### src/rtl/prog_seq_pkg.sv
// Shared types and constants for the program sequencer: FSM state
// encoding, program count and the fixed program base-address table.
package prog_seq_pkg;

    localparam int L_DEF = 10;
    localparam int NPROG = 3;

    // Highest valid program index; the index wraps to 0 after it.
    localparam logic [1:0] LAST_IDX = 2'(NPROG - 1);

    typedef enum logic [2:0] {
        ST_IDLE   = 3'd0,
        ST_ARMED  = 3'd1,
        ST_LAUNCH = 3'd2,
        ST_RUN    = 3'd3,
        ST_DONE   = 3'd4
    } seq_state_e;

    localparam logic [L_DEF-1:0] PROG_BASE [NPROG] = '{10'd1, 10'd2, 10'd3};

    // Base address of a program; an index outside the table yields 0.
    function automatic logic [L_DEF-1:0] prog_base(input logic [1:0] idx);
        logic [L_DEF-1:0] base;
        base = '0;
        for (int i = 0; i < NPROG; i++) begin
            if (idx == 2'(i)) begin
                base = PROG_BASE[i];
            end
        end
        return base;
    endfunction

    // Program index after a halt, wrapping at the end of the table.
    function automatic logic [1:0] next_idx(input logic [1:0] idx);
        return (idx >= LAST_IDX) ? 2'd0 : idx + 2'd1;
    endfunction

endpackage

### src/rtl/prog_sequencer_if.sv
// Decoder/ALU/host side of the program sequencer. The master modport is the
// environment (decoder, ALU, PC register, host); the slave is the sequencer.
interface prog_sequencer_if #(
    parameter int L = 10
);
    logic         Start;
    logic         Halt;
    logic         BrAbs;
    logic         BrRel;
    logic         BrCond;
    logic         ALU_flag;
    logic [L-1:0] Target;
    logic [L-1:0] ProgCtr;
    logic         PcWrite;
    logic [L-1:0] PcNext;
    logic         Running;
    logic         Done;
    logic [1:0]   ProgIdx;
    logic         Timeout;

    modport master (
        output Start, Halt, BrAbs, BrRel, BrCond, ALU_flag, Target, ProgCtr,
        input  PcWrite, PcNext, Running, Done, ProgIdx, Timeout
    );

    modport slave (
        input  Start, Halt, BrAbs, BrRel, BrCond, ALU_flag, Target, ProgCtr,
        output PcWrite, PcNext, Running, Done, ProgIdx, Timeout
    );
endinterface

### src/rtl/prog_sequencer_pc_next_resolve.sv
// Combinational branch resolution: picks absolute target, relative
// target or PC+1 for a RUN cycle. Absolute beats relative; both are gated
// by the condition (unconditional, or ALU flag set).
module pc_next_resolve #(
    parameter int L = 10
) (
    input  logic         br_abs_i,
    input  logic         br_rel_i,
    input  logic         br_cond_i,
    input  logic         alu_flag_i,
    input  logic [L-1:0] target_i,
    input  logic [L-1:0] prog_ctr_i,
    output logic [L-1:0] next_pc_o
);
    logic cond_s;

    assign cond_s = !br_cond_i || alu_flag_i;

    // Priority mux; additions truncate naturally to L bits.
    always_comb begin
        next_pc_o = prog_ctr_i + L'(1);
        if (br_abs_i && cond_s) begin
            next_pc_o = target_i;
        end else if (br_rel_i && cond_s) begin
            next_pc_o = prog_ctr_i + target_i;
        end else begin
            next_pc_o = prog_ctr_i + L'(1);
        end
    end
endmodule

### src/rtl/prog_sequencer.sv
// Program sequencer top: IDLE/ARMED/LAUNCH/RUN/DONE FSM owning the PC
// write enable and next-PC value, the program index and, when
// PROG_SEQ_WATCHDOG_EN is defined, a RUN-cycle watchdog.
module prog_sequencer
    import prog_seq_pkg::*;
#(
    parameter int L         = L_DEF,
    parameter int WD_CYCLES = 4096
) (
    input  logic             Clk,
    input  logic             Reset,
    prog_sequencer_if.slave  bus
);
    localparam int WD_W = (WD_CYCLES > 1) ? $clog2(WD_CYCLES) : 1;

    seq_state_e   state_q, state_d;
    logic [1:0]   prog_idx_q, prog_idx_d;
    logic         running_q, running_d;
    logic         done_q, done_d;
    logic         timeout_q, timeout_d;
    logic         pc_write_s;
    logic [L-1:0] pc_next_s;
    logic [L-1:0] branch_pc_s;
    logic         wd_expire_s;

    pc_next_resolve #(.L(L)) u_resolve (
        .br_abs_i   (bus.BrAbs),
        .br_rel_i   (bus.BrRel),
        .br_cond_i  (bus.BrCond),
        .alu_flag_i (bus.ALU_flag),
        .target_i   (bus.Target),
        .prog_ctr_i (bus.ProgCtr),
        .next_pc_o  (branch_pc_s)
    );

`ifdef PROG_SEQ_WATCHDOG_EN
    logic [WD_W-1:0] wd_cnt_q, wd_cnt_d;

    // Watchdog count: cleared on launch, counts every RUN cycle.
    always_comb begin
        wd_cnt_d = wd_cnt_q;
        if (state_q == ST_LAUNCH) begin
            wd_cnt_d = '0;
        end else if (state_q == ST_RUN) begin
            wd_cnt_d = wd_cnt_q + WD_W'(1);
        end else begin
            wd_cnt_d = wd_cnt_q;
        end
    end

    // Watchdog count register.
    always_ff @(posedge Clk or posedge Reset) begin
        if (Reset) begin
            wd_cnt_q <= '0;
        end else begin
            wd_cnt_q <= wd_cnt_d;
        end
    end

    assign wd_expire_s = (state_q == ST_RUN) && (wd_cnt_q == WD_W'(WD_CYCLES - 1));
`else
    assign wd_expire_s = 1'b0;
`endif

    // Next state, program index, timeout flag and Mealy PC controls.
    always_comb begin
        state_d    = state_q;
        prog_idx_d = prog_idx_q;
        timeout_d  = timeout_q;
        pc_write_s = 1'b0;
        pc_next_s  = bus.ProgCtr;
        case (state_q)
            ST_IDLE, ST_DONE: begin
                if (bus.Start) begin
                    state_d = ST_ARMED;
                end else begin
                    state_d = state_q;
                end
            end
            ST_ARMED: begin
                if (!bus.Start) begin
                    state_d = ST_LAUNCH;
                end else begin
                    state_d = ST_ARMED;
                end
            end
            ST_LAUNCH: begin
                pc_write_s = 1'b1;
                pc_next_s  = L'(prog_base(prog_idx_q));
                timeout_d  = 1'b0;
                state_d    = ST_RUN;
            end
            ST_RUN: begin
                if (bus.Halt) begin
                    state_d    = ST_DONE;
                    prog_idx_d = next_idx(prog_idx_q);
                end else if (wd_expire_s) begin
                    state_d    = ST_DONE;
                    prog_idx_d = next_idx(prog_idx_q);
                    timeout_d  = 1'b1;
                end else begin
                    pc_write_s = 1'b1;
                    pc_next_s  = branch_pc_s;
                end
            end
            default: begin
                state_d = ST_IDLE;
            end
        endcase
        running_d = (state_d == ST_RUN);
        done_d    = (state_d == ST_DONE);
    end

    // State and Moore status registers.
    always_ff @(posedge Clk or posedge Reset) begin
        if (Reset) begin
            state_q    <= ST_IDLE;
            prog_idx_q <= 2'd0;
            running_q  <= 1'b0;
            done_q     <= 1'b0;
            timeout_q  <= 1'b0;
        end else begin
            state_q    <= state_d;
            prog_idx_q <= prog_idx_d;
            running_q  <= running_d;
            done_q     <= done_d;
            timeout_q  <= timeout_d;
        end
    end

    // Reset forces the PC controls to their reset values at once, so a
    // reset landing mid-RUN never lets a branch reach the PC.
    assign bus.PcWrite = Reset ? 1'b0 : pc_write_s;
    assign bus.PcNext  = Reset ? '0 : pc_next_s;
    assign bus.Running = running_q;
    assign bus.Done    = done_q;
    assign bus.ProgIdx = prog_idx_q;
    assign bus.Timeout = timeout_q;
endmodule
### src/flat_wrapper.sv
// flat-port wrapper written by rule: the top's interface ports become plain ports
module prog_sequencer_flat import prog_seq_pkg::*;
#(
    parameter int L         = L_DEF,
    parameter int WD_CYCLES = 4096
)
  (Clk, Reset, bus_Start, bus_Halt, bus_BrAbs, bus_BrRel, bus_BrCond, bus_ALU_flag, bus_Target, bus_ProgCtr, bus_PcWrite, bus_PcNext, bus_Running, bus_Done, bus_ProgIdx, bus_Timeout);
  prog_sequencer_if #(.L(L)) bus_i ();
  input  logic Clk;
  input  logic Reset;
  input wire logic [$bits(bus_i.Start)-1:0] bus_Start;
  input wire logic [$bits(bus_i.Halt)-1:0] bus_Halt;
  input wire logic [$bits(bus_i.BrAbs)-1:0] bus_BrAbs;
  input wire logic [$bits(bus_i.BrRel)-1:0] bus_BrRel;
  input wire logic [$bits(bus_i.BrCond)-1:0] bus_BrCond;
  input wire logic [$bits(bus_i.ALU_flag)-1:0] bus_ALU_flag;
  input wire logic [$bits(bus_i.Target)-1:0] bus_Target;
  input wire logic [$bits(bus_i.ProgCtr)-1:0] bus_ProgCtr;
  output wire logic [$bits(bus_i.PcWrite)-1:0] bus_PcWrite;
  output wire logic [$bits(bus_i.PcNext)-1:0] bus_PcNext;
  output wire logic [$bits(bus_i.Running)-1:0] bus_Running;
  output wire logic [$bits(bus_i.Done)-1:0] bus_Done;
  output wire logic [$bits(bus_i.ProgIdx)-1:0] bus_ProgIdx;
  output wire logic [$bits(bus_i.Timeout)-1:0] bus_Timeout;
  assign bus_i.Start = bus_Start;
  assign bus_i.Halt = bus_Halt;
  assign bus_i.BrAbs = bus_BrAbs;
  assign bus_i.BrRel = bus_BrRel;
  assign bus_i.BrCond = bus_BrCond;
  assign bus_i.ALU_flag = bus_ALU_flag;
  assign bus_i.Target = bus_Target;
  assign bus_i.ProgCtr = bus_ProgCtr;
  assign bus_PcWrite = bus_i.PcWrite;
  assign bus_PcNext = bus_i.PcNext;
  assign bus_Running = bus_i.Running;
  assign bus_Done = bus_i.Done;
  assign bus_ProgIdx = bus_i.ProgIdx;
  assign bus_Timeout = bus_i.Timeout;
  prog_sequencer #(.L(L), .WD_CYCLES(WD_CYCLES)) u_core (.Clk(Clk), .Reset(Reset), .bus(bus_i));
endmodule
### config.mk
export PLATFORM = sky130hd
export DESIGN_NAME = prog_sequencer_flat
export DESIGN_NICKNAME = d
export VERILOG_FILES = /design/src/rtl/prog_seq_pkg.sv /design/src/rtl/prog_sequencer_if.sv /design/src/rtl/prog_sequencer_pc_next_resolve.sv /design/src/rtl/prog_sequencer.sv /design/src/flat_wrapper.sv
export SDC_FILE = /design/constraint.sdc
export NUM_CORES = 1
export LEC_CHECK = 0
export BUFFER_PORTS_ARGS = -buffer_cell sky130_fd_sc_hd__buf_2
export CAP_MARGIN = 20
export CELL_PAD_IN_SITES_DETAIL_PLACEMENT = 1
export CELL_PAD_IN_SITES_GLOBAL_PLACEMENT = 2
export CORE_MARGIN = 4
export CORE_UTILIZATION = 26
export CTS_CLUSTER_DIAMETER = 40
export CTS_CLUSTER_SIZE = 12
export DETAILED_ROUTE_END_ITERATION = 16
export MAX_ROUTING_LAYER = met4
export PLACE_DENSITY = 0.77
export SYNTH_ARGS = -nofsm -noshare
export SYNTH_HDL_FRONTEND = slang
export SYNTH_SLANG_ARGS = --single-unit
### constraint.sdc
create_clock -name Clk -period 5.4 [get_ports Clk]
set_clock_uncertainty 0.1 [all_clocks]
set_input_delay 1.35 -clock Clk [delete_from_list [all_inputs] [get_ports Clk]]
set_output_delay 1.35 -clock Clk [all_outputs]
set_load 0.1 [all_outputs]
* After elaboration in Yosys (flattened, before gate mapping)
Index checks and enable logic that the tools add are counted.
** Storage, ports and cells
- Register bits :: 7
- Output and inout bits :: 16
- Input bits :: 28
** Operators by class
- Reductions and logical operators :: 8
- Magnitude comparators :: 1
- Eq/ne operators :: 8
- Mux-type cells :: 16
- Add/sub/neg operators :: 3
** Operator list (number)
- 2-to-1 mux 10 bit :: 4
- one-hot mux 10 bit (2 select lines) :: 1
- one-hot mux 3 bit (4 select lines) :: 1
- adder 10 x 1 -> 10 bit (second input constant) :: 1
- adder 10 bit :: 1
- equality test 3 x 2 -> 1 bit (second input constant) :: 3
- 2-to-1 mux 2 bit :: 4
- equality test 3 bit (second input constant) :: 2
- 2-to-1 mux 3 bit :: 2
- equality test 3 x 1 -> 1 bit (second input constant) :: 1
- zero test 3 bit :: 1
- 2-to-1 mux 1 bit :: 3
- adder 2 x 1 -> 2 bit (second input constant) :: 1
- equality test 2 x 1 -> 1 bit (second input constant) :: 1
- equality test 2 bit (second input constant) :: 1
- greater-or-equal comparator 2 bit (second input constant) :: 1
- logical AND 1 bit :: 2
- zero test 2 bit :: 1
- one-hot mux 1 bit (2 select lines) :: 1
- AND reduction 2 bit :: 1
- OR reduction 2 bit :: 1
- zero test 1 bit :: 1
- logical OR 1 bit :: 1

* Longest topological paths before layout
Gate-level depths: netlist (run 1).
- Depth after elaboration :: 8
- Mapped depth :: 11
- Mapped depth without buffers :: 11

* Cells and area by module
From an unflattened synthesis (run 1), not the netlist that was laid out.
** Second synthesis, totals
- Cells, all modules :: 154
- Area total of the unflattened synthesis :: 1166.1 um^2
** Modules (own cells, without submodules)
- prog_sequencer :: seq. area each 175.2 um^2, area each 596.8 um^2, cells each 71, times used 1
- pc_next_resolve :: seq. area each 0.0 um^2, area each 569.3 um^2, cells each 83, times used 1

* Worst setup path before layout (run 1)
OpenSTA, ideal clock, no wires.
- Path type :: input-to-output
- Start :: input port bus_ALU_flag
- End :: output port bus_PcNext[6]
- Slack :: -1.290 ns
- Cell stages on the path :: 11
- Arrival :: 5.240 ns
- Cell sequence :: nand2b_1 > and2_1 > nand2b_1 > ha_1 > inv_1 > fa_1 > nor2b_4 > o31a_1 > or4_2 > o211ai_1 > a221oi_1
** Between the ends
- Cells in the longest elaborated chain, start to end :: 7
- Elaborated cells on any way between the ends :: 8
- Those cells by class :: mux: 5; reduce/logical: 3
** RTL lines
- start: declaration :: line flat_wrapper.sv:16 : input wire logic [$bits(bus_i.ALU_flag)-1:0] bus_ALU_flag;
- logical OR 1 bit (*) :: line prog_sequencer_pc_next_resolve.sv:17 : assign cond_s = !br_cond_i || alu_flag_i;
- logical AND 1 bit :: line prog_sequencer_pc_next_resolve.sv:24 : end else if (br_rel_i && cond_s) begin
- 2-to-1 mux 10 bit :: line prog_sequencer_pc_next_resolve.sv:24
- 2-to-1 mux 10 bit (*) :: line prog_sequencer_pc_next_resolve.sv:22 : if (br_abs_i && cond_s) begin
- 2-to-1 mux 10 bit (*) :: line prog_sequencer.sv:94 : if (bus.Halt) begin
- one-hot mux 10 bit (2 select lines) (*) :: line prog_sequencer.sv:72 : case (state_q)
- 2-to-1 mux 10 bit (*) :: line prog_sequencer.sv:134 : assign bus.PcNext = Reset ? '0 : pc_next_s;
- end: declaration :: line flat_wrapper.sv:20 : output wire logic [$bits(bus_i.PcNext)-1:0] bus_PcNext;
Mark *: on every way between the ends. The rest lies on a longest branch, timed or not.

* Final worst setup path (run 1)
- Start :: input port bus_ALU_flag
- End :: output port bus_PcNext[8]
Same word-level chain as after synthesis.

==> results.md, run 1 <==
- The run finished with clean final reports.
- The number of warning messages in the yosys log is 0.
- The number of antenna violations at the first check in global routing is 0.
- The clock tree from TritonCTS is done.
- In this run, placement finished with an instance count of 240.
- The minimum clock period after layout is about 5.2 ns.
- For the worst-skew pair, the clock arrives at the later sink with an insertion delay of about 0.22 ns.
- Once the floorplan was initialized, standard cells occupied 27.4% of the core.
- The count of hold buffers inserted by post-cts repair is 0.
- For hold timing, the worst endpoint is u_core.state_q[1].
- The worst endpoint data arrival time is around 3.8 ns.
- The signal on the critical path passes through buf_2, nand2b_2, and2_1, nand2b_1, ha_1, inv_1, fa_2, nor2b_4, o31a_1, o41a_1, or3_1, and4_1, buf_4.
- The die width is 73.7 um.
- The commonest register cell after synthesis is sky130_fd_sc_hd__dfrtp_1.
- The number of CTS-inserted buffers is 3.
- The chip height is 73.7 um.
- The layout-stage area growth over the synthesis result is 39.0%.
- Entering global routing, the biggest net connects 14 pins.
- The first global-routing pass estimated between 6 and 7 mm of wire.
- The number of hold-slack violations in the final timing report is 0.
- The worst stage delay on the critical path is between 0.3 and 0.4 ns.
- The final setup violation count is 0.
- The root buffer cell chosen for the clock tree is sky130_fd_sc_hd__clkbuf_8.
- The CTS sink count is 7.
- Together, buffers and inverters on the worst path number 3.
- The worst endpoint required time is about 4.0 ns.
- The path category of the worst min-delay check is register to register.
- The number of instances on the worst hold path is 1.
- In this run the deepest clock path goes through 2 buffers.
- The type of destination of the critical path is an output pin.
- After synthesis the netlist holds a flip-flop and latch count of 7.
- A synthesized cell averages 7.52 um2.
- The destination of the worst register-to-register timing path is u_core.bus.ProgIdx[1].
- The cell at the slowest stage of the critical path is sky130_fd_sc_hd__o41a_1.
- The layout net count is between 200 and 250.
- The clock transition at the register clock pins on the worst setup and hold paths after CTS is roughly 0.04 ns.
- Using the TritonRoute via totals, the vias-per-cell ratio works out to 5.45.
- For this block, the initial DRC count from the detailed router was 73.
- The number of global-route vias before repair is 1,424.
- Dividing total power by cell area gives a power density of 433 mW/mm2.
- The total iterations of the first detailed-routing run is 5.
- The dominant delay contributor by cell family on the critical path is simple AND/OR/NAND/NOR gates.
- The analysis attributes to cell leakage a power of slightly below 0.8 nW.
- The number of remaining DRC errors is 0.
- The post-route netlist has between 30 and 40% of its cells at a drive strength greater than 1.
- Summed over all layers, the global routing overflow is 0.
- Sequential elements use between 10% and 20% of the synthesized area.
- CTS built an H-tree with a depth of 1.
- In this run the worst path has a maximum fanout of 5.
- The number of setup buffers added after CTS is 0.
- The count of unique library cells instantiated by Yosys is 49.
- The highest clock rate is about 190 MHz.
- Synthesis produced a netlist with a net count of 190.
- Max-cap violations in this run came to 0.
- The final non-filler cell total is roughly 240.
- The count of final max-slew check failures is 0.
- The routed length per instance is ~17 um.
- The synthesized design contains 0 enable-type register cells.
- The logic depth of the worst register-to-register path is 3.
- Counting every instance in the synthesized netlist gives 149.
- The total area inside the core boundary comes to between 0.004 and 0.005 mm2.
- The layout filler cell count is about 520.
- The placer's final routability congestion estimate is approximately 0.9.
- The placed wire-length estimate after detailed placement is roughly 3.4 mm.
- The share of synthesized flip-flops with an asynchronous set or reset is 100%.
- The mapped cell area is approximately 0.0011 mm2.
- In the finished design, the share of the clock period the worst path needs comes to between 90% and 100%.
- The remaining antenna violation count is 0.
- The worst hold path begins at u_core.state_q[2].
- The number of antenna diodes is 0.
- Setup repair after global routing left no endpoint under its margin.
- The die covers around 0.0054 mm2.
- The port buffer count is 42.
- After detailed routing, the total wire length is just over 4 mm.
- In the global route stage, overall resource usage came out at around 17%.
- The worst register-to-register path begins at u_core.state_q[2].
- The worst setup path is launched from a primary input.
- The power after layout is roughly 670 uW.
- For flop-to-flop paths, the worst setup slack is between 3 and 4 ns.
- The top-level I/O count is between 40 and 50.
- The routed layout has around 1.3k vias.
- Across the VDD grid, the largest voltage drop is approximately 140 uV.
- The critical path is of the primary input to output pin type.
- The floorplan has 23 rows.
[cells by family (layout without fill, tap and decap cells)]
kind of cell / Yosys count / in the layout / share of synthesized area (%)
simple gates: 57 / 57 / 27.2
mux: 4 / 4 / 3.91
xor+xnor: 3 / 3 / 2.34
flops: 7 / 7 / 15.6
other cells: 1 / 1 / 0.335
fa+ha+maj: 13 / 13 / 15.2
buf+inv: 15 / 60 / 5.47
compound gates: 49 / 49 / 29.9
[synth_stat cells, types with 2 or more instances]
master | number | area [um2]
sky130_fd_sc_hd__a21oi_1 | 13 | 65.1
sky130_fd_sc_hd__nand2_1 | 13 | 48.8
sky130_fd_sc_hd__ha_1 | 12 | 150
sky130_fd_sc_hd__nor2_1 | 11 | 41.3
sky130_fd_sc_hd__and3_1 | 9 | 56.3
sky130_fd_sc_hd__inv_1 | 9 | 33.8
sky130_fd_sc_hd__o21ai_0 | 9 | 45.0
sky130_fd_sc_hd__dfrtp_1 | 7 | 175
sky130_fd_sc_hd__nand3_1 | 6 | 30.0
sky130_fd_sc_hd__clkbuf_1 | 4 | 15.0
sky130_fd_sc_hd__a22oi_1 | 3 | 22.5
sky130_fd_sc_hd__mux2_2 | 3 | 33.8
sky130_fd_sc_hd__nand2b_1 | 3 | 18.8
sky130_fd_sc_hd__xnor2_1 | 3 | 26.3
sky130_fd_sc_hd__a211oi_1 | 2 | 15.0
sky130_fd_sc_hd__a21o_1 | 2 | 15.0
sky130_fd_sc_hd__a221oi_1 | 2 | 17.5
sky130_fd_sc_hd__nand3b_1 | 2 | 15.0
sky130_fd_sc_hd__nor2b_1 | 2 | 12.5
sky130_fd_sc_hd__nor3_1 | 2 | 10.0
sky130_fd_sc_hd__o2111ai_1 | 2 | 17.5
sky130_fd_sc_hd__o21a_1 | 2 | 15.0
sky130_fd_sc_hd__or3_1 | 2 | 12.5
[metal layers]
layer  track usage, %  routed length (um)  vias up
met4             1.61                  14        0
met5                -                   0        -
met1             20.7                1830      644
met3             3.15                 171        2
li1                 -                   -      651
met2             28.8                2120       32
[timing repair]
item                                   4_1_cts  5_1_grt
gates resized for setup                      0        5
endpoints found under the hold margin        0        0
setup endpoints to repair                    0        3
[worst max-delay path by stage]
stage                       from             to  slack, ns  cells after the start
floorplan           bus_ALU_flag  bus_PcNext[6]      -0.38                     11
global placement    bus_ALU_flag  bus_PcNext[8]       0.13                     13
detailed placement  bus_ALU_flag  bus_PcNext[8]       0.03                     13
CTS                 bus_ALU_flag  bus_PcNext[8]       0.01                     13
global route        bus_ALU_flag  bus_PcNext[8]      0.008                     13
finish              bus_ALU_flag  bus_PcNext[8]       0.16                     13
[where the power goes]
group / total [mW] / internal (mW) / switching [mW]
clock: 0.0720 / 0.0509 / 0.0211
sequential: 0.0994 / 0.0749 / 0.0245
combinational: 0.502 / 0.136 / 0.366
[layout by cell type, fill, tap and decap left out, types with 4 or more instances in the layout]
cell type	netlist	routed
sky130_fd_sc_hd__nand3_1	6	6
sky130_fd_sc_hd__ha_1	12	12
sky130_fd_sc_hd__buf_4	1	6
sky130_fd_sc_hd__and3_1	9	9
sky130_fd_sc_hd__inv_1	9	9
sky130_fd_sc_hd__a21oi_1	13	11
sky130_fd_sc_hd__o21ai_0	9	9
sky130_fd_sc_hd__nand2_1	13	13
sky130_fd_sc_hd__nor2_1	11	9
sky130_fd_sc_hd__dfrtp_1	7	7
sky130_fd_sc_hd__buf_12	0	4
sky130_fd_sc_hd__buf_2	1	36
[stage by stage]
| step | TNS, ns | instance area (um2) | hold slack (ns) | worst slack (ns) | utilization [%] |
|---|---|---|---|---|---|
| 6_report | 0 | 1560 | 0.383 | 0.161 | 38.1 |
| 5_1_grt | 0 | 1560 | 0.408 | 0.00796 | 38.1 |
| 4_1_cts | 0 | 1550 | 0.384 | 0.0101 | 37.9 |
| 3_5_place_dp | 0 | 1500 | 0.382 | 0.0271 | 36.8 |
| 3_3_place_gp | 0 | 1500 | 0.364 | 0.134 | 36.8 |
| 2_1_floorplan | -0.379 | 1160 | 0.342 | -0.379 | - |
[flip-flops by register name (all words and copies together), names as in the netlist]
| signal | flops |
|---|---|
| u_core.state_q | 3 |
| u_core.bus.Done | 1 |
| u_core.bus.ProgIdx | 2 |
| u_core.bus.Running | 1 |
[area by class of cell]
type | instances | area (um2) | area share, %
tap | 50 | 62.6 | 4.02
clock buffer | 4 | 45.0 | 2.89
inverter | 9 | 33.8 | 2.17
sequential | 7 | 175 | 11.2
timing repair buffer | 47 | 313 | 20.1
multi-input combinational | 127 | 928 | 59.6
Note: power is estimated with default switching activity, not from simulation.
==> run 2: changes to the inputs <==
--- a/config.mk
+++ b/config.mk
@@ -9,13 +9,13 @@
 export CAP_MARGIN = 20
 export CELL_PAD_IN_SITES_DETAIL_PLACEMENT = 1
 export CELL_PAD_IN_SITES_GLOBAL_PLACEMENT = 2
-export CORE_MARGIN = 4
-export CORE_UTILIZATION = 26
+export CORE_UTILIZATION = 28
 export CTS_CLUSTER_DIAMETER = 40
 export CTS_CLUSTER_SIZE = 12
 export DETAILED_ROUTE_END_ITERATION = 16
+export HOLD_SLACK_MARGIN = 0.08
 export MAX_ROUTING_LAYER = met4
-export PLACE_DENSITY = 0.77
+export PLACE_DENSITY = 0.82
 export SYNTH_ARGS = -nofsm -noshare
 export SYNTH_HDL_FRONTEND = slang
 export SYNTH_SLANG_ARGS = --single-unit
==> constraint.sdc (replaced) <==
create_clock -name Clk -period 6.55 [get_ports Clk]
set_clock_uncertainty 0.1 [all_clocks]
set_input_delay 1.6375 -clock Clk [delete_from_list [all_inputs] [get_ports Clk]]
set_output_delay 1.6375 -clock Clk [all_outputs]
set_load 0.1 [all_outputs]
==> results.md, run 2 (synthesis gave the netlist of run 1 again) <==
- The CTS sink count is 7.
- The count of final max-slew check failures is 0.
- Dividing the final minimum period by the clock period gives between 90% and 100%.
- In the layout the commonest cells are sky130_fd_sc_hd__buf_2 (42), sky130_fd_sc_hd__nand2_1 (13), sky130_fd_sc_hd__a21oi_1 (13), sky130_fd_sc_hd__ha_1 (12), sky130_fd_sc_hd__nor2_1 (11).
- The path category of the worst min-delay check is register to register.
- Counting along the longest clock path gives a buffer depth of 2.
- The layout-stage area growth over the synthesis result is 27.3%.
- Detailed placement ended at an HPWL of between 3 and 4 mm.
- In this run the number of H-tree levels came out at 1.
- The register with the most flip-flops in the layout has 3 of them.
- Measured on the finished design, the core utilization comes to 38.1%.
- The initial utilization of the core area, before any placement, comes to 29.9%.
- The wire length of the first global-routing pass is approximately 6.3 mm.
- The buffers plus inverters on the worst setup path is 3.
- After clock tree synthesis, the repair step resized 0 gates.
- IR analysis of the VDD net gives a maximum drop of ~160 uV.
- The number of global-route vias before repair is approximately 1.3k.
- At the placement stage, the worst setup path has a slack of a little under 0.5 ns.
- The tool flagged a number of max-cap violations equal to 0.
- Data arrives at the worst endpoint at between 4 and 5 ns.
- Buffers inserted during clock tree synthesis total 3.
- The via total after detailed routing is around 1.3k.
- The minimum clock period after layout is between 6 and 7 ns.
- The chip height is between 60 and 70 um.
- The floorplan has 22 rows.
- The clock latency on the worst-skew pair is around 0.23 ns.
- In the global route stage, overall resource usage came out at roughly 20%.
- The final global-route overflow total is 0.
- The routed length per instance is 15.9 um.
- The placer's final routability congestion estimate is 0.872.
- The number of remaining DRC errors is 0.
- The largest single stage delay on the critical path is ~0.36 ns.
- In this run, the number of DRC markers left after iteration 0 of detailed routing was between 40 and 50.
- Entering global routing, the biggest net connects 15 pins.
- STA classifies the critical path startpoint as a primary input.
- The worst setup path is captured at an output pin.
- Setup violations remaining at the end of the flow were counted as 0.
- The total instance count after detailed placement is ~230.
- The buffer count from post-CTS setup fixing is 0.
- The worst endpoint required time is a little under 5 ns.
- Leaving out fill and tap cells, the most frequent cell in the layout is sky130_fd_sc_hd__buf_2.
- The category of the critical setup timing path is primary input to output pin.
- Setup repair after global routing left no endpoint under its margin.
- The completed layout was analyzed and its total power is between 500 and 600 uW.
- For this design, the CTS-stage hold fixing added 0 buffers.
- TritonCTS built the clock tree.
- The layout filler cell count is between 500 and 600.
- The number of hold-slack violations in the final timing report is 0.
- Static timing analysis puts the maximum clock frequency at between 150 and 200 MHz.
- At the end of the flow, the number of nets in the layout was about 230.
- The region available for standard cell placement spans 0.00374 mm2.
- For this design the static power due to leakage is 0.737 nW.
- The count of buffers added on input and output ports is 42.
- Before antenna repair, the detailed router went through 4 iterations.
- The signal on the critical path passes through buf_2, nand2b_1, and2_1, nand2b_1, ha_1, inv_1, fa_1, nor2b_4, o31a_1, o41a_1, or3_1, and4_1, buf_2.
- The final non-filler cell total is between 200 and 250.
- The vias per cell is around 5.6.
- The detail route stage leaves a number of antenna-violating nets equal to 0.
- The register with the most flip-flops in the final layout is u_core.state_q.
- The pin slew with the least headroom to its limit is about 0.5 ns.
- The clock transition at the register clock pins on the worst setup and hold paths after CTS is about 0.04 ns.
- The cell chosen for the clock root is sky130_fd_sc_hd__clkbuf_8.
- The kind of cell with the highest combined delay along the critical path is simple AND/OR/NAND/NOR gates.
- For this design the ratio of total power to cell area is 367 mW/mm2.
- The die is 65.3 um wide.
- Measured against its own limit, the worst slew margin works out to 66.2%.
- The worst-case setup margin in the final layout is ~0.48 ns.
- The top-level I/O count is 44.
- The overall die area is ~0.0043 mm2.
- The number of antenna diodes is 0.
- The setup TNS is 0 ns.
- The number of antenna violations at the first check in global routing is 0.
- The cell at the slowest stage of the critical path is sky130_fd_sc_hd__o41a_1.
- The flow ran to the end, and the final reports show no timing, DRC or antenna violations.
- The largest fanout on the critical path is 9.
- Of the cells placed in the final design, the portion with a size suffix greater than 1 is between 20% and 30%.
- The total wirelength of the detailed-routed design is approximately 3.8 mm.
-- run 2: worst reg2reg max path: stages (launching register included) --
cell	delay [ns]
sky130_fd_sc_hd__dfrtp_1	0.39
sky130_fd_sc_hd__and2b_1	0.28
sky130_fd_sc_hd__nand3_1	0.21
sky130_fd_sc_hd__mux2_2	0.34
-- run 2: final cells by class --
type | instances | area [um2] | area share (%)
Clock buffer | 4 | 45.0 | 3.16
Sequential cell | 7 | 175 | 12.3
Inverter | 9 | 33.8 | 2.37
Timing Repair Buffer | 43 | 218 | 15.2
Multi-Input combinational cell | 127 | 896 | 62.8
Tap cell | 48 | 60.1 | 4.21
-- run 2: worst paths after layout --
check,cells past startpoint,endpoint,from,slack (ns)
max,13,bus_PcNext[8],bus_ALU_flag,0.48
min,1,u_core.state_q[1],u_core.state_q[2],0.37
max reg2reg,3,u_core.bus.ProgIdx[1],u_core.state_q[2],5.11
min reg2reg,1,u_core.state_q[1],u_core.state_q[2],0.37
max in group asynchronous,2,u_core.state_q[0],Reset,4.60
min in group asynchronous,2,u_core.bus.Running,Reset,1.43
-- run 2: metrics by stage --
| step | hold WS (ns) | instance area, um2 |
|---|---|---|
| floorplan | 0.342 | 1130 |
| global placement | 0.359 | 1380 |
| detailed placement | 0.368 | 1380 |
| CTS | 0.373 | 1430 |
| global route | 0.410 | 1430 |
| finish | 0.373 | 1430 |
-- run 2: power breakdown --
group	switching (mW)	internal (mW)	total, mW
clock	0.0191	0.0421	0.0613
combinational	0.293	0.0877	0.380
sequential	0.0204	0.0618	0.0822
-- run 2: per-layer routing --
| layer | vias to the layer above | share of wire [%] | track usage (%) |
|---|---|---|---|
| met5 | - | 0 | - |
| met2 | 36 | 49 | 31.6 |
| li1 | 638 | - | - |
| met1 | 652 | 46 | 26.1 |
| met3 | 2 | 4.8 | 3.65 |
| met4 | 0 | 0.45 | 3.53 |
==> run 3: changes to the inputs <==
--- a/config.mk
+++ b/config.mk
@@ -15,7 +15,7 @@
 export DETAILED_ROUTE_END_ITERATION = 16
 export HOLD_SLACK_MARGIN = 0.08
 export MAX_ROUTING_LAYER = met4
-export PLACE_DENSITY = 0.82
+export PLACE_DENSITY_LB_ADDON = 0.2
 export SYNTH_ARGS = -nofsm -noshare
 export SYNTH_HDL_FRONTEND = slang
 export SYNTH_SLANG_ARGS = --single-unit
==> results.md, run 3 (synthesis gave the netlist of run 1 again) <==
- Setup total negative slack on the finished layout was measured at 0 ns.
- Counting stages on the worst path, the most repeated cell is sky130_fd_sc_hd__buf_2.
- The reg-to-reg critical path startpoint is u_core.state_q[2].
- The endpoint of the worst hold-timing path is u_core.state_q[1].
- STA puts the critical path data arrival time at ~4.4 ns.
- The floorplan step defined a core boundary enclosing ~0.0037 mm2.
- The effective utilization at floorplan is 29.9%.
- After clock tree synthesis, the flow added hold-fix buffers numbering 0.
- The count of final max-slew check failures is 0.
- The maximum number of pins on one net before global-route repair is 15.
- Fill cells in the final layout number between 400 and 500.
- Across the VDD grid, the largest voltage drop is around 84 uV.
- In the layout the commonest cells are sky130_fd_sc_hd__buf_2 (42), sky130_fd_sc_hd__nand2_1 (13), sky130_fd_sc_hd__a21oi_1 (13), sky130_fd_sc_hd__ha_1 (12), sky130_fd_sc_hd__nor2_1 (11).
- The pin slew with the least headroom to its limit is roughly 0.53 ns.
- The top-level I/O count is 44.
- The number of hold-slack violations in the final timing report is 0.
- Clock tree synthesis inserted a total of 3 buffers.
- The overall die area is 0.00426 mm2.
- Port buffering added 42 buffers.
- The dominant delay contributor by cell family on the critical path is compound AO/OA/AOI/OAI gates.
- The placed wire-length estimate after detailed placement is about 3.1 mm.
- The count of maximum capacitance violations is 0.
- The path category of the worst min-delay check is register to register.
- Once routing completed, OpenROAD measured the worst setup slack at around 0.45 ns.
- The critical path startpoint category is a primary input.
- The cell chosen for the clock root is sky130_fd_sc_hd__clkbuf_8.
- The final global-route overflow total is 0.
- The category of the critical setup timing path is primary input to output pin.
- The CTS sink count is 7.
- Summed over all cells, the static leakage comes to 0.737 nW.
- The total instance count after detailed placement is ~230.
- The number of global-route vias before repair came to ~1.4k.
- Excluding fillers, the count of instances in the completed layout stands at ~240.
- The startpoint identified for the worst hold timing path is u_core.state_q[2].
- After routing the design area is approximately 0.0014 mm2.
- The power density over the cells is approximately 370 mW/mm2.
- The total of cells resized after clock tree synthesis is 0.
- Once placement finished, the instance area stood at approximately 0.0014 mm2.
- For this run, the total global-route usage over all layers was measured as 20.5%.
- The placer's final routability congestion estimate is around 0.90.
- The register with the most flip-flops in the layout has 3 of them.
- After detailed routing, the number of remaining DRC violations is 0.
- Dividing the detail-routed wire length by the instance count gives approximately 16 um.
- Dividing the detail-routed via count by the number of cells gives ~5.6.
- The minimum clock period after layout is around 6.1 ns.
- Dividing the final minimum period by the clock period gives between 90% and 100%.
- The worst pin sits at a relative slew slack of 64.4%.
- The worst stage delay on the critical path is 0.38 ns.
- TritonCTS built the clock tree.
- The number of setup buffers added after CTS is 0.
- The logic depth of the worst register-to-register path is 3.
- Data on the critical path is required at its endpoint by between 4 and 5 ns.
- The share of layout cells above drive strength 1 is 28.4%.
- At the placement stage, the worst setup path has a slack of 0.461 ns.
- The clock passes through at most 2 buffers.
- On the critical path, the stage with the largest delay is an instance of sky130_fd_sc_hd__or3_1.
- The layout net count is approximately 230.
- The row count is 22.
- Walking the worst path, the cells encountered are buf_2, nand2b_1, buf_4, and3_1, ha_1, a21o_1, a21oi_2, a211oi_1, or3_1, a32o_1, buf_2.
- The number of DRC violations after detailed-routing iteration 0 is 48.
- In this run the worst path has a maximum fanout of 10.
- The register bank with the most flops is u_core.state_q.
- Setup violations remaining at the end of the flow were counted as 0.
- The layout-stage area growth over the synthesis result is 27.3%.
- The remaining antenna violation count is 0.
- The number of antenna violations at the first check in global routing is 0.
- The library cell used most frequently in the layout, excluding fill and tap cells, is sky130_fd_sc_hd__buf_2.
- For flop-to-flop paths, the worst setup slack is between 5 and 6 ns.
- The total number of H-tree levels is 1.
- The buffers plus inverters on the worst setup path is 3.
- The number of antenna diodes is 0.
- The endpoint identified for the worst register-to-register timing path is u_core.bus.ProgIdx[0].
- From bottom edge to top edge, the die measures approximately 65 um.
- After clock tree synthesis, the clock-pin slew on the worst setup and hold paths is about 0.04 ns.
- The number of instances on the worst hold path is 1.
- Setup repair after global routing left no endpoint under its margin.
- From left edge to right edge, the die measures 65.3 um.
- The run finished with clean final reports.
- Timing would allow up to between 150 and 200 MHz.
- The detailed router placed ~1.3k vias in this run.
- The total wirelength of the detailed-routed design is ~3.9 mm.
- At the later pin of the worst-skew pair, clock insertion delay measures 0.23 ns.
- The total iterations of the first detailed-routing run is 4.
- The wire length of the first global-routing pass is roughly 6.5 mm.
- STA classifies the critical path endpoint as an output pin.
[run 3: cell counts in the layout (fill, tap and decap cells not counted)]
Identical to the previous run, type by type.
[run 3: how the worst max path moves through the flow]
stage                            start       endpoint  slack (ns)  cells past startpoint
after global placement    bus_ALU_flag  bus_PcNext[9]        0.55                     11
final                     bus_ALU_flag  bus_PcNext[9]        0.45                     11
after detailed placement  bus_ALU_flag  bus_PcNext[9]        0.46                     11
after global routing      bus_ALU_flag  bus_PcNext[8]        0.32                     13
after floorplan           bus_ALU_flag  bus_PcNext[5]        0.15                      9
after CTS                 bus_ALU_flag  bus_PcNext[9]        0.46                     11
[run 3: metrics by stage]
| stage | hold WS (ns) | power [mW] | utilization, % |
|---|---|---|---|
| final | 0.396 | 0.525 | 38.1 |
| after global routing | 0.425 | 0.558 | 38.1 |
| after CTS | 0.400 | 0.529 | 38.1 |
| after detailed placement | 0.384 | 0.464 | 36.9 |
| after global placement | 0.375 | 0.453 | 36.9 |
| after floorplan | 0.342 | 0.391 | - |
[run 3: area by class of cell]
type	instances	area (um2)	area share, %
flip-flops and latches	7	175	12.3
multi-input cells	127	896	62.8
well taps	48	60.1	4.21
clock buffers	4	45.0	3.16
repair buffers	43	218	15.2
inverters	9	33.8	2.37
[run 3: per-layer routing]
metal | global-route usage [%] | routed length (um) | vias to the layer above
met5 | - | 0 | -
met4 | 6.25 | 41 | 0
met3 | 1.74 | 164 | 7
met2 | 36.7 | 1950 | 43
met1 | 24.1 | 1720 | 641
li1 | - | - | 642
[run 3: worst register-to-register path, stage by stage, from the launching register on]
cell	delay [ns]
sky130_fd_sc_hd__dfrtp_1	0.40
sky130_fd_sc_hd__and2b_1	0.30
sky130_fd_sc_hd__nand3_1	0.19
sky130_fd_sc_hd__mux2_2	0.32
[run 3: power breakdown]
part / leakage, nW / switching, mW / total [mW] / internal [mW]
Sequential: 0.0886 / 0.0208 / 0.0825 / 0.0617
Combinational: 0.626 / 0.293 / 0.381 / 0.0874
Clock: 0.0228 / 0.0198 / 0.0620 / 0.0422
